$ cat config.mk
export PLATFORM = sky130hd
export DESIGN_NAME = btn_uart_tx
export DESIGN_NICKNAME = d
export VERILOG_FILES = /design/src/rtl/btn_uart_pkg.sv /design/src/rtl/btn_uart_tx_byte.sv /design/src/rtl/btn_uart_tx.sv
export SDC_FILE = /design/constraint.sdc
export NUM_CORES = 1
export LEC_CHECK = 0
export ABC_AREA = 1
export CAP_MARGIN = 20
export CORE_ASPECT_RATIO = 1.5
export CORE_MARGIN = 2
export CORE_UTILIZATION = 40
export CTS_CLUSTER_DIAMETER = 50
export CTS_CLUSTER_SIZE = 24
export DETAILED_ROUTE_END_ITERATION = 10
export HOLD_SLACK_MARGIN = 0.15
export PLACE_DENSITY_LB_ADDON = 0.3
export SLEW_MARGIN = 20
export SYNTH_ARGS = -nofsm -noshare
export SYNTH_HDL_FRONTEND = slang
export SYNTH_HIERARCHICAL = 1
export SYNTH_SLANG_ARGS = --single-unit
export TNS_END_PERCENT = 5
$ cat constraint.sdc
create_clock -name clk -period 5.27 [get_ports clk]
set_input_delay 1.054 -clock clk [delete_from_list [all_inputs] [get_ports clk]]
set_output_delay 1.054 -clock clk [all_outputs]
set_load 0.03 [all_outputs]
$ cat src/rtl/btn_uart_pkg.sv
// Shared definitions for the button-to-UART message transmitter.
//   - ASCII constants used to frame the "R<row>C<col>\r\n" message
//   - MSG_LEN: number of bytes per message
//   - state encodings for the byte serializer and the message sequencer
//   - hex2ascii / msg_byte helpers used to build the message bytes
package btn_uart_pkg;

  localparam logic [7:0] ASCII_R  = 8'h52;
  localparam logic [7:0] ASCII_C  = 8'h43;
  localparam logic [7:0] ASCII_CR = 8'h0D;
  localparam logic [7:0] ASCII_LF = 8'h0A;

  localparam int MSG_LEN = 6;

  typedef enum logic [1:0] {
    TX_IDLE,
    TX_START,
    TX_DATA,
    TX_STOP
  } tx_state_e;

  typedef enum logic {
    SEQ_IDLE,
    SEQ_SEND
  } seq_state_e;

  // Uppercase hex digit: '0'..'9' then 'A'..'F' ('A' - 10 == 8'h37).
  function automatic logic [7:0] hex2ascii(input logic [3:0] n);
    return (n < 4'd10) ? (8'h30 + {4'h0, n}) : (8'h37 + {4'h0, n});
  endfunction

  // Byte at position idx of the message for key (row, col).
  function automatic logic [7:0] msg_byte(input logic [2:0] idx,
                                          input logic [3:0] row,
                                          input logic [3:0] col);
    case (idx)
      3'd0:    return ASCII_R;
      3'd1:    return hex2ascii(row);
      3'd2:    return ASCII_C;
      3'd3:    return hex2ascii(col);
      3'd4:    return ASCII_CR;
      default: return ASCII_LF;
    endcase
  endfunction

endpackage

$ cat src/rtl/btn_uart_tx_byte.sv
// uart_byte_tx: 8N1 serializer for one byte per handshake.
//   clk, rst         clock; asynchronous active-low reset
//   byte_valid       a byte is offered on byte_data
//   byte_data [7:0]  byte to send (LSB first)
//   byte_ready       serializer accepts a byte this cycle: either idle, or on
//                    the last cycle of a stop bit so frames chain with no gap
//   tx               registered serial output, idles high
module uart_byte_tx
  import btn_uart_pkg::*;
#(
  parameter int CLKS_PER_BIT = 10
) (
  input  logic       clk,
  input  logic       rst,
  input  logic       byte_valid,
  input  logic [7:0] byte_data,
  output logic       byte_ready,
  output logic       tx
);

  localparam int CNT_W = (CLKS_PER_BIT > 1) ? $clog2(CLKS_PER_BIT) : 1;
  localparam logic [CNT_W-1:0] LAST_CNT = CNT_W'(CLKS_PER_BIT - 1);

  tx_state_e        r_state,    w_state_nx;
  logic [CNT_W-1:0] r_baud_cnt, w_baud_nx;
  logic [2:0]       r_bit_idx,  w_bit_nx;
  logic [7:0]       r_shift,    w_shift_nx;
  logic             r_tx,       w_tx_nx;
  logic             w_bit_end;

  assign w_bit_end = (r_baud_cnt == LAST_CNT);
  assign tx        = r_tx;

  // NOTE: every signal written here gets a default first, so no path through
  // the case statement can leave one unassigned and infer a latch.
  always_comb begin
    w_state_nx = r_state;
    w_baud_nx  = w_bit_end ? '0 : r_baud_cnt + CNT_W'(1);
    w_bit_nx   = r_bit_idx;
    w_shift_nx = r_shift;
    w_tx_nx    = r_tx;
    byte_ready = 1'b0;

    case (r_state)
      TX_IDLE: begin
        byte_ready = 1'b1;
        w_baud_nx  = '0;
        w_tx_nx    = 1'b1;
        if (byte_valid) begin
          w_state_nx = TX_START;
          w_tx_nx    = 1'b0;
          w_shift_nx = byte_data;
          w_bit_nx   = '0;
        end
      end
      TX_START: begin
        if (w_bit_end) begin
          w_state_nx = TX_DATA;
          w_tx_nx    = r_shift[0];
          w_shift_nx = r_shift >> 1;
          w_bit_nx   = '0;
        end
      end
      TX_DATA: begin
        if (w_bit_end) begin
          if (r_bit_idx == 3'd7) begin
            w_state_nx = TX_STOP;
            w_tx_nx    = 1'b1;
          end else begin
            w_bit_nx   = r_bit_idx + 3'd1;
            w_tx_nx    = r_shift[0];
            w_shift_nx = r_shift >> 1;
          end
        end
      end
      TX_STOP: begin
        if (w_bit_end) begin
          // Accepting on the final stop cycle puts the next start bit right
          // after this stop bit.
          byte_ready = 1'b1;
          if (byte_valid) begin
            w_state_nx = TX_START;
            w_tx_nx    = 1'b0;
            w_shift_nx = byte_data;
            w_bit_nx   = '0;
          end else begin
            w_state_nx = TX_IDLE;
          end
        end
      end
      default: w_state_nx = TX_IDLE;
    endcase
  end

  // NOTE: sequential state uses non-blocking assignments so every register
  // samples the pre-edge values regardless of statement order.
  always_ff @(posedge clk or negedge rst) begin
    if (!rst) begin
      r_state    <= TX_IDLE;
      r_baud_cnt <= '0;
      r_bit_idx  <= '0;
      r_shift    <= '0;
      r_tx       <= 1'b1;
    end else begin
      r_state    <= w_state_nx;
      r_baud_cnt <= w_baud_nx;
      r_bit_idx  <= w_bit_nx;
      r_shift    <= w_shift_nx;
      r_tx       <= w_tx_nx;
    end
  end

endmodule

$ cat src/rtl/btn_uart_tx.sv
// btn_uart_tx: turns a key-press request into the ASCII message
// "R<row>C<col>\r\n" sent 8N1 on uart_tx.
//   clk, rst        clock; asynchronous active-low reset
//   tx_start        single-cycle request pulse
//   tx_data0 [3:0]  key row, sampled with tx_start
//   tx_data1 [3:0]  key column, sampled with tx_start
//   uart_tx         serial line to the USB-UART bridge, idles high
//   tx_busy         high while a message is being shifted out
//   tx_dropped      one-cycle pulse when a buffered request is overwritten
// Holds the message sequencer and a one-entry pending buffer; the bit
// timing lives in uart_byte_tx.
module btn_uart_tx
  import btn_uart_pkg::*;
#(
  parameter int CLK_FREQ = 100_000_000,
  parameter int BAUD     = 9600
) (
  input  logic       clk,
  input  logic       rst,
  input  logic       tx_start,
  input  logic [3:0] tx_data0,
  input  logic [3:0] tx_data1,
  output logic       uart_tx,
  output logic       tx_busy,
  output logic       tx_dropped
);

  localparam int         CLKS_PER_BIT = CLK_FREQ / BAUD;
  localparam logic [2:0] LAST_IDX     = 3'(MSG_LEN - 1);

  seq_state_e r_seq,       w_seq_nx;
  logic [2:0] r_byte_idx,  w_idx_nx;
  logic [3:0] r_row,       w_row_nx;
  logic [3:0] r_col,       w_col_nx;
  logic       r_pend_valid, w_pend_v_nx;
  logic [3:0] r_pend_row,  w_pend_row_nx;
  logic [3:0] r_pend_col,  w_pend_col_nx;
  logic       r_dropped,   w_drop;
  logic       w_byte_valid, w_byte_ready, w_chain;
  logic [7:0] w_byte_data;

  uart_byte_tx #(
    .CLKS_PER_BIT(CLKS_PER_BIT)
  ) u_byte_tx (
    .clk       (clk),
    .rst       (rst),
    .byte_valid(w_byte_valid),
    .byte_data (w_byte_data),
    .byte_ready(w_byte_ready),
    .tx        (uart_tx)
  );

  assign tx_busy    = (r_seq == SEQ_SEND);
  assign tx_dropped = r_dropped;

  always_comb begin
    w_seq_nx      = r_seq;
    w_idx_nx      = r_byte_idx;
    w_row_nx      = r_row;
    w_col_nx      = r_col;
    w_pend_v_nx   = r_pend_valid;
    w_pend_row_nx = r_pend_row;
    w_pend_col_nx = r_pend_col;
    w_drop        = 1'b0;
    w_chain       = 1'b0;
    w_byte_valid  = 1'b0;
    w_byte_data   = ASCII_R;

    case (r_seq)
      SEQ_IDLE: begin
        // Offer the first byte in the request cycle itself so the start bit
        // appears right after the sampling edge.
        if (tx_start) begin
          w_byte_valid = 1'b1;
          w_seq_nx     = SEQ_SEND;
          w_idx_nx     = '0;
          w_row_nx     = tx_data0;
          w_col_nx     = tx_data1;
        end
      end
      SEQ_SEND: begin
        if (w_byte_ready) begin
          if (r_byte_idx != LAST_IDX) begin
            w_byte_valid = 1'b1;
            w_idx_nx     = r_byte_idx + 3'd1;
            w_byte_data  = msg_byte(w_idx_nx, r_row, r_col);
          end else if (r_pend_valid || tx_start) begin
            // Chain the next message; a request arriving right now is the
            // newest and displaces whatever the buffer held.
            w_chain      = 1'b1;
            w_byte_valid = 1'b1;
            w_idx_nx     = '0;
            w_pend_v_nx  = 1'b0;
            w_drop       = tx_start && r_pend_valid;
            w_row_nx     = tx_start ? tx_data0 : r_pend_row;
            w_col_nx     = tx_start ? tx_data1 : r_pend_col;
          end else begin
            w_seq_nx = SEQ_IDLE;
          end
        end
        if (tx_start && !w_chain) begin
          w_pend_v_nx   = 1'b1;
          w_pend_row_nx = tx_data0;
          w_pend_col_nx = tx_data1;
          w_drop        = r_pend_valid;
        end
      end
      default: w_seq_nx = SEQ_IDLE;
    endcase
  end

  // NOTE: the buffered row/col are reset along with the valid flag; it costs
  // nothing here and keeps every register deterministic after reset.
  always_ff @(posedge clk or negedge rst) begin
    if (!rst) begin
      r_seq        <= SEQ_IDLE;
      r_byte_idx   <= '0;
      r_row        <= '0;
      r_col        <= '0;
      r_pend_valid <= 1'b0;
      r_pend_row   <= '0;
      r_pend_col   <= '0;
      r_dropped    <= 1'b0;
    end else begin
      r_seq        <= w_seq_nx;
      r_byte_idx   <= w_idx_nx;
      r_row        <= w_row_nx;
      r_col        <= w_col_nx;
      r_pend_valid <= w_pend_v_nx;
      r_pend_row   <= w_pend_row_nx;
      r_pend_col   <= w_pend_col_nx;
      r_dropped    <= w_drop;
    end
  end

endmodule

==> flow_summary.ini <==
[power_and_ir_drop]
peakVddDrop_mv = 0.137
p_int_mw = 0.627
leakage_nw = 1.74
comb_power_share = 0.048
power_frac_clock = 0.455
power.switching_mw = 0.161
p_per_area_nw_per_um2 = 228
p_sw_frac = 0.204
seqPwrFrac = 0.498

[logic_synthesis]
synth_top_family_by_area = simple AND/OR/NAND/NOR gates
ys_ff_latch = 50
synth_fa_ha_area_frac = 0.0407
synth_area_per_cell_um2 = 7.23
yosysUniqueCellTypes = 34
ys_warn_count = 6
ys_seq_area_frac = 0.408
syn_area_um2 = 3070
synth-xor-area-share = 0.0114
synthCells = 425
synth-compound-area-share = 0.103
synth_mux_area_frac = 0.00978
synthSimpleGateAreaFrac = 0.340
syn_nets = 446

[place]
hpwl_um = 4700
io_buffer_count = 13
gp_congestion = 0.879
dp_cells = 536

[clock_network]
clock_latency_ns = 0.29
root_buffer = clkbuf_16
post_cts_buffers = 0
cts.clk_slew.worst_paths_ns = 0.07
cts_resized = 0
cts.sinks = 50
cts_tree = built
cts_max_level = 2
numCtsBuffers = 5
clockBufferDepth = 2
cts_hold_buf = 0

[cells_and_area]
antenna_cells = 0
layout_commonest_cell = nand2_1
drive_gt1_frac = 0.0905
layout_common_cells = nand2_1, inv_1, dfrtp_1, nor2_1, nand3_1
fillers = 793
final_cells = 544
areaGrowthSynthToFinish_pct = 12.3
finalCoreUtilization = 0.459
final_nets = 462

[global_routing]
grt_pass1_wl_um = 11000
grt_pass1_vias = 2582
grt_max_degree = 51
grt_antenna_before_repair = 0
track_usage = 0.164
busiest_layer = met2
met3_usage = 0.0327
use_met2 = 0.285
globalRouteMet1Util = 0.194
grt_overflow = 0

[hold_path]
hold_class = flip-flop to flip-flop
hold_depth = 2

[routing]
wl_per_cell_um = 11.2
firstDrtPassIters = 4
vias = 2567
drc = 0
drt_iter0_drc = 152
avgViaCountPerCell = 4.72
postRouteAntennaNets = 0
wl_um = 6100

[sta]
tightest_slew_ns = 0.622
tns_ns = 0
rsz0062_at_grt = no
fin_crit_ns = 2.99
slew_violations = 0
timing.slew.headroom = 0.586
hold_violations = 0
period_share = 0.567
finalClockSkew_ns = 0.00902
final-setup-viol-count = 0
max_freq_mhz = 335

[die]
die_w_um = 75.6
fp.dieArea_um2 = 8410
fp-row-count = 39
io_pins = 14
coreArea_um2 = 7510
fp.dieH_um = 111
initial_utilization = 0.409

[critical_path]
critPathLaunchType = flip-flop
crit_required_ns = 5.44
cp-end-kind = flip-flop
cp_data_arrival_time_ns = 3.15
worstRegToRegCells = 15
cp_max_fo = 9
criticalPathCategory = flip-flop to flip-flop

[run_status]
status = completed

[flow_run]
max_cap_viol_count = 0
[cell families (layout without fill, tap and decap cells)]
logic type	after synthesis	in the layout
compound gates	48	48
xor+xnor	4	4
fa+ha+maj	10	10
buf+inv	63	80
flops	50	50
mux	3	3
other cells	1	1
simple gates	246	246
[worst paths after layout]
kind | start | slack [ns] | to
worst min register to register | u_byte_tx/tx$_DFFE_PN1P_ | 0.46 | u_byte_tx/tx$_DFFE_PN1P_
worst max-delay path | u_byte_tx/r_state[0]$_DFFE_PN0P_ | 2.28 | u_byte_tx/r_shift[5]$_DFFE_PN0P_
min in group asynchronous | rst | 0.87 | u_byte_tx/r_baud_cnt[12]$_DFF_PN0_
worst max register to register | u_byte_tx/r_state[0]$_DFFE_PN0P_ | 2.28 | u_byte_tx/r_shift[5]$_DFFE_PN0P_
max in group asynchronous | rst | 3.99 | u_byte_tx/r_bit_idx[2]$_DFFE_PN0P_
worst min-delay path | u_byte_tx/tx$_DFFE_PN1P_ | 0.46 | u_byte_tx/tx$_DFFE_PN1P_
[power by group through the flow]
stage | clock network, mW | logic, mW | registers (mW)
floorplan | 0 | 0.0195 | 0.400
global placement | 0 | 0.0383 | 0.399
detailed placement | 0 | 0.0389 | 0.399
CTS | 0.366 | 0.0389 | 0.392
global route | 0.384 | 0.0438 | 0.392
finish | 0.358 | 0.0377 | 0.392
[worst max-delay path: stages, from the launching register on]
cell and delay, ns:
dfrtp_1 0.44, inv_1 0.12, ha_1 0.36, inv_1 0.13, nand2_1 0.24, inv_2 0.10, nor2_1 0.19, nand2_1 0.13
inv_1 0.10, nand2_1 0.08, nand2_1 0.20, inv_1 0.15, a21oi_4 0.28, nand2_2 0.17, nand2_1 0.11, nand2_1 0.06
[final cells by class]
| cell class | count | area [um^2] | area share |
|---|---|---|---|
| flip-flops and latches | 50 | 1250 | 0.363 |
| clock buffers | 5 | 125 | 0.0363 |
| multi-input cells | 312 | 1550 | 0.450 |
| repair buffers | 14 | 133 | 0.0385 |
| clock inverters | 3 | 40.0 | 0.0116 |
| inverters | 58 | 218 | 0.0631 |
| well taps | 102 | 128 | 0.0370 |
[through the flow]
step	hold slack [ns]	cell area (um^2)	setup slack, ns	power [mW]
4_1_cts	0.462	3450	2.30	0.797
2_1_floorplan	0.437	3070	2.85	0.419
3_5_place_dp	0.452	3280	2.36	0.438
6_report	0.461	3450	2.28	0.788
5_1_grt	0.504	3450	1.98	0.820
3_3_place_gp	0.451	3280	2.45	0.437
[metal layers]
| metal | share of wire | routed length [um] | up-vias |
|---|---|---|---|
| met5 | 0 | 0 | - |
| met4 | 0.020 | 121 | 0 |
| met3 | 0.020 | 123 | 9 |
| met2 | 0.53 | 3200 | 28 |
| met1 | 0.43 | 2650 | 1164 |
| li1 | - | - | 1366 |
[registers in the layout, indices dropped and copies added, names as in the netlist, 3 cells and up]
register,flops
u_byte_tx/r_baud_cnt,14
r_pend_row,4
r_pend_col,4
u_byte_tx/r_bit_idx,3
r_col,4
r_byte_idx,3
r_row,4
u_byte_tx/r_shift,8
[cells in the mapped netlist]
library cell,n,share of area
dfrtp_1,49,0.40
nand4_1,3,0.0061
buf_6,2,0.0073
ha_1,10,0.041
nand3_1,32,0.052
nor3_1,7,0.011
o21ai_4,1,0.0053
mux2i_1,3,0.0098
nand2_4,3,0.011
nor2_4,1,0.0037
o22ai_1,1,0.0020
xor2_1,3,0.0086
nand2_2,3,0.0061
a21boi_0,1,0.0024
buf_4,1,0.0024
xnor2_1,1,0.0029
nor2_2,3,0.0061
nor3_2,1,0.0033
a31oi_1,1,0.0020
a21oi_1,14,0.023
conb_1,1,0.0012
o21ai_1,2,0.0033
nor2_1,47,0.057
o211ai_1,4,0.0098
nand3_2,2,0.0065
a21oi_4,1,0.0053
nand2_1,144,0.18
inv_1,54,0.066
dfstp_2,1,0.0086
buf_2,1,0.0016
o21ai_0,13,0.021
inv_2,4,0.0049
clkbuf_8,1,0.0045
o21ai_2,10,0.029
(Power assumes the default switching activity.)
